$ cat src/rtl/sigmoid_arb_pkg.sv
// Shared types and constants for the sigmoid ROM arbiter.
// Optional one-entry result cache: define SIGMOID_ARB_CACHE_EN.
package sigmoid_arb_pkg;

   localparam int SIG_AW         = 8;
   localparam int SIG_DW         = 8;
   localparam int SIG_ACCESS_LAT = 4;

   typedef enum logic [2:0] {
      ST_IDLE,
      ST_SETUP,
      ST_STROBE,
      ST_CAPTURE,
      ST_HIT
   } arb_state_t;

endpackage

$ cat src/rtl/sigmoid_rom_arbiter_pick.sv
// Combinational round-robin pick: the first set request at or after rr_ptr,
// wrapping modulo N (N need not be a power of two).
module rr_priority_pick #(
   parameter int N  = 4,
   parameter int PW = $clog2(N)
) (
   input  logic [N-1:0]  req_vec,
   input  logic [PW-1:0] rr_ptr,
   output logic          found,
   output logic [PW-1:0] idx
);

   always_comb begin
      int cand;
      found = 1'b0;
      idx   = '0;
      cand  = 0;
      // Scan from the far end so the candidate closest to rr_ptr is assigned last.
      for (int k = N - 1; k >= 0; k--) begin
         cand = int'(rr_ptr) + k;
         if (cand >= N) begin
            cand = cand - N;
         end
         if (req_vec[cand[PW-1:0]]) begin
            found = 1'b1;
            idx   = cand[PW-1:0];
         end
      end
   end

endmodule

$ cat src/rtl/sigmoid_rom_arbiter.sv
// Round-robin arbiter sharing one registered sigmoid ROM among N_REQ requesters.
// Define SIGMOID_ARB_CACHE_EN to add a one-entry (addr, data) cache with a HIT path.
module sigmoid_rom_arbiter
   import sigmoid_arb_pkg::*;
#(
   parameter int N_REQ = 4,
   parameter int AW    = SIG_AW,
   parameter int DW    = SIG_DW
) (
   input  logic                clk,
   input  logic                rst_n,
   input  logic [N_REQ-1:0]    req,
   input  logic [N_REQ*AW-1:0] addr,
   output logic [N_REQ-1:0]    ack,
   output logic [DW-1:0]       data,
   output logic                busy,
   output logic [AW-1:0]       rom_add,
   output logic                rom_cs,
   output logic                rom_read,
   input  logic [DW-1:0]       rom_out
);

   localparam int PW = $clog2(N_REQ);

   arb_state_t       state_reg;
   logic [PW-1:0]    rr_ptr_reg;
   logic [PW-1:0]    g_reg;
   logic [PW-1:0]    rr_ptr_next;
   logic [PW-1:0]    pick_idx;
   logic             pick_found;
   logic [N_REQ-1:0] eff_req;
   logic [AW-1:0]    addr_arr [N_REQ];
   logic [AW-1:0]    win_addr;

   genvar gi;
   generate
      for (gi = 0; gi < N_REQ; gi++) begin : g_addr
         assign addr_arr[gi] = addr[gi*AW +: AW];
      end
   endgenerate

   // The requester just acknowledged still holds req this cycle; mask it out.
   assign eff_req     = req & ~ack;
   assign win_addr    = addr_arr[pick_idx];
   assign rr_ptr_next = (g_reg == PW'(N_REQ - 1)) ? '0 : g_reg + PW'(1);

   rr_priority_pick #(
      .N  (N_REQ),
      .PW (PW)
   ) u_pick (
      .req_vec (eff_req),
      .rr_ptr  (rr_ptr_reg),
      .found   (pick_found),
      .idx     (pick_idx)
   );

`ifdef SIGMOID_ARB_CACHE_EN
   logic          cache_valid_reg;
   logic [AW-1:0] cache_addr_reg;
   logic [DW-1:0] cache_data_reg;
   logic          cache_hit;

   assign cache_hit = cache_valid_reg && (cache_addr_reg == win_addr);
`endif

   always_ff @(posedge clk or negedge rst_n) begin
      if (!rst_n) begin
         state_reg  <= ST_IDLE;
         rr_ptr_reg <= '0;
         g_reg      <= '0;
         ack        <= '0;
         data       <= '0;
         busy       <= 1'b0;
         rom_add    <= '0;
         rom_cs     <= 1'b0;
         rom_read   <= 1'b0;
`ifdef SIGMOID_ARB_CACHE_EN
         cache_valid_reg <= 1'b0;
         cache_addr_reg  <= '0;
         cache_data_reg  <= '0;
`endif
      end else begin
         ack <= '0;
         case (state_reg)
            ST_IDLE: begin
               if (pick_found) begin
                  g_reg <= pick_idx;
                  busy  <= 1'b1;
`ifdef SIGMOID_ARB_CACHE_EN
                  if (cache_hit) begin
                     state_reg <= ST_HIT;
                  end else begin
                     rom_add   <= win_addr;
                     rom_read  <= 1'b1;
                     state_reg <= ST_SETUP;
                  end
`else
                  rom_add   <= win_addr;
                  rom_read  <= 1'b1;
                  state_reg <= ST_SETUP;
`endif
               end
            end
            ST_SETUP: begin
               rom_cs    <= 1'b1;
               state_reg <= ST_STROBE;
            end
            ST_STROBE: begin
               rom_cs    <= 1'b0;
               state_reg <= ST_CAPTURE;
            end
            ST_CAPTURE: begin
               data       <= rom_out;
               ack[g_reg] <= 1'b1;
               rom_read   <= 1'b0;
               rr_ptr_reg <= rr_ptr_next;
               busy       <= 1'b0;
               state_reg  <= ST_IDLE;
`ifdef SIGMOID_ARB_CACHE_EN
               cache_valid_reg <= 1'b1;
               cache_addr_reg  <= rom_add;
               cache_data_reg  <= rom_out;
`endif
            end
`ifdef SIGMOID_ARB_CACHE_EN
            ST_HIT: begin
               data       <= cache_data_reg;
               ack[g_reg] <= 1'b1;
               rr_ptr_reg <= rr_ptr_next;
               busy       <= 1'b0;
               state_reg  <= ST_IDLE;
            end
`endif
            default: begin
               rom_cs    <= 1'b0;
               rom_read  <= 1'b0;
               busy      <= 1'b0;
               state_reg <= ST_IDLE;
            end
         endcase
      end
   end

endmodule

$ cat config.mk
export PLATFORM = sky130hd
export DESIGN_NAME = sigmoid_rom_arbiter
export DESIGN_NICKNAME = d
export VERILOG_FILES = /design/src/rtl/sigmoid_arb_pkg.sv /design/src/rtl/sigmoid_rom_arbiter_pick.sv /design/src/rtl/sigmoid_rom_arbiter.sv
export SDC_FILE = /design/constraint.sdc
export NUM_CORES = 1
export LEC_CHECK = 0
export CAP_MARGIN = 20
export CORE_UTILIZATION = 35
export DETAILED_ROUTE_END_ITERATION = 10
export PLACE_DENSITY = 0.75
export SETUP_SLACK_MARGIN = 0.02
export SLEW_MARGIN = 20
export SYNTH_ARGS = -nofsm -noshare
export SYNTH_HDL_FRONTEND = slang
export SYNTH_SLANG_ARGS = --single-unit
$ cat constraint.sdc
create_clock -name clk -period 2.5 [get_ports clk]
set_input_delay 0.5 -clock clk [delete_from_list [all_inputs] [get_ports clk]]
set_output_delay 0.5 -clock clk [all_outputs]
set_load 0.005 [all_outputs]
==> impl_metrics.tcl <==
set metrics [dict create \
    crit_type "input pin to flop" \
    power_switching_share_pct 33.1 \
    fmax_mhz 496 \
    drtIter0Drc 40 \
    synth_compound_area_share_pct 10.3 \
    skew_ns 0.00262 \
    ant_nets 0 \
    layout_commonest_cell "clkdlybuf4s50_1" \
    initial_core_util_pct 36.9 \
    wl_met2_mm 2.10 \
    cts_resized 0 \
    grt_pass1_wl_mm 5.82 \
    slew_violations 0 \
    post_cts_buffers 0 \
    final_nets 252 \
    rsz0062_at_grt "false" \
    overflow 0 \
    clock-root-buffer "clkbuf_8" \
    combinationalPowerShare_pct 52.8 \
    slew_headroom_pct 62.8 \
    synth_cells 128 \
    crit_buf_inv 2 \
    cts.htree.levels 1 \
    synth.avg_cell_area_um2 11.7 \
    ys_ff_latch 28 \
    ctsHoldBuffers 0 \
    wl_met1_mm 1.49 \
    wl_per_cell_um 15.3 \
    finalCriticalPeriod_ns 2.02 \
    finalWirelength_mm 3.76 \
    place_hpwl_mm 3.01 \
    critPathLaunchType "input pin" \
    drc 0 \
    viasPerCell 4.92 \
    cts.sinks 28 \
    seq_area_frac_synth_pct 46.8 \
    setup_viol 0 \
    crit_family "buffers and inverters" \
    hold_class "flop to flop" \
    vias 1210 \
    io_buffer_count 68 \
    synth_fp_nets 183 \
    mostFrequentLayoutCells "clkdlybuf4s50_1 (68), dfrtp_1 (28), mux2i_1 (17), mux2_2 (11), nand2_1 (11)" \
    cp_slowest_cell "clkdlybuf4s50_1" \
    ys_warn_count 0 \
    crit_path_cell_trace "clkdlybuf4s50_1 -> nor2b_1 -> a21boi_0 -> a211oi_4 -> buf_12 -> mux2i_1 -> o221ai_1" \
    first_pass_iters 4 \
    max_stage_delay_ns 0.47 \
    cellPowerDensity_nw_per_um2 1080 \
    max_cap_violations 0 \
    p_sw_uw 820 \
    die_h_um 67.4 \
    vdd_ir_drop_max_uv 543 \
    die_width_um 67.4 \
    synth_top_family_by_area "multiplexers" \
    top_regs "data x8, rom_add x8, ack x4" \
    n_antenna_cell 0 \
    clockBufferDepth 2 \
    arrival_ns 2.16 \
    tritoncts "built" \
    drive_above_1_share_pct 10.7 \
    core_area_um2 4060 \
    yosysUniqueCellTypes 28 \
    p_seq_share_pct 32.8 \
    synth_xor_area_share_pct 0 \
    cp-end-kind "flop" \
    globalRouteTotalUtil_pct 17.5 \
    yosys.area_share.simple_pct 10.2 \
    synthAdderAreaFrac_pct 7.53 \
    final_cells 246 \
    hold_violations 0 \
    gp_congestion 0.724 \
    clkPwrFrac_pct 14.4 \
    dpl.cell_count 242 \
    io_pins 69 \
    period_share_pct 80.6 \
    status "finished clean" \
    tns_ns 0 \
    muxShareOfSynthArea_pct 19.6 \
    path_max_fanout 17 \
    intPower_uw 1660 \
    power_leakage_uw 0.00100 \
    path_clk_slew_ns 0.09 \
    worst_pin_slew_ns 0.557 \
    rows 23 \
    insertion_delay_ns 0.27 \
    antenna_found_initial 0 \
    cts_buffers 3 \
    grt_max_degree 29 \
    wl_met3_um 134 \
    grt_pass1_vias 1280 \
    required_ns 2.65 \
    synth_area_um2 1500 \
    dieArea_um2 4540 \
    highest_layer "met4" \
    syn_to_final_growth_pct 53.8 \
]
power by group through the flow:
stage | Combinational, uW | Sequential (uW) | Clock (uW)
after floorplan | 749 | 808 | 0
after global placement | 1270 | 804 | 0
after detailed placement | 1320 | 824 | 0
after CTS | 1330 | 814 | 369
after global routing | 1450 | 843 | 391
final | 1310 | 813 | 357
kinds of logic after synthesis:
kind of cell | Yosys count
DFF | 28
muxes | 28
and+or+nand+nor | 29
buffers and inverters | 14
AOI/OAI and AO/OA | 20
adders and majority gates | 9
synth_stat cells (all sizes together):
library cell | n | share of area, %
a211oi | 1 | 0.84
a21boi | 3 | 1.5
and2 | 4 | 1.7
and4 | 1 | 0.59
buf | 6 | 3.5
clkbuf | 2 | 0.50
dfrtp | 28 | 47
ha | 9 | 7.5
inv | 6 | 1.5
mux2 | 11 | 8.3
mux2i | 17 | 11
nand2 | 11 | 2.8
nand2b | 6 | 2.5
nand3b | 1 | 0.50
nor2 | 2 | 0.50
nor2b | 1 | 0.42
nor3 | 1 | 0.33
nor3b | 1 | 0.50
o21a | 1 | 0.50
o21ai | 4 | 1.3
o221ai | 8 | 4.7
o22a | 1 | 0.59
o22ai | 2 | 0.84
or2 | 1 | 0.42
final cells by class:
cell class                 count  area (um^2)
fill                         348         1760
timing repair buffer          72          723
multi-input combinational     86          721
sequential                    28          701
tap                           50         62.6
clock buffer                   3         41.3
clock inverter                 1         30.0
inverter                       6         22.5
worst reg2reg max path, delay by kind of cell (launching register included):
family | cells | cell delay (ns)
AO/OA/AOI/OAI | 3 | 0.53
AND/OR/NAND/NOR | 1 | 0.20
buffers and inverters | 1 | 0.20
multiplexers | 1 | 0.23
flip-flops | 1 | 0.40
path summary, 6_finish.rpt:
kind	from	cells past startpoint	to	slack, ns
setup / recovery	req[1]	7	rom_add[1]	0.48
hold / removal	rom_add[1]	2	rom_add[1]	0.50
setup reg to reg	ack[1]	6	rom_add[1]	0.80
hold reg to reg	rom_add[1]	2	rom_add[1]	0.50
max in group asynchronous	rst_n	2	data[6]	1.62
min in group asynchronous	rst_n	2	rom_add[5]	0.60
metal layers:
| layer | GRT usage (%) | vias to the layer above |
|---|---|---|
| met4 | 6.12 | 0 |
| li1 | - | 585 |
| met2 | 30.1 | 20 |
| met1 | 20.9 | 601 |
| met5 | 0 | - |
| met3 | 4.73 | 4 |
metrics by stage:
step | power (uW) | instance area [um^2] | hold WS (ns) | utilization [%] | setup WS [ns]
floorplan | 1560 | 1500 | 0.204 | - | 0.819
global placement | 2080 | 2230 | 0.468 | 54.9 | 0.291
detailed placement | 2140 | 2230 | 0.479 | 54.9 | 0.185
CTS | 2510 | 2300 | 0.508 | 56.7 | 0.490
global route | 2680 | 2300 | 0.533 | 56.7 | 0.383
finish | 2480 | 2300 | 0.502 | 56.7 | 0.485
No activity file was read; power rests on OpenSTA's default activity.
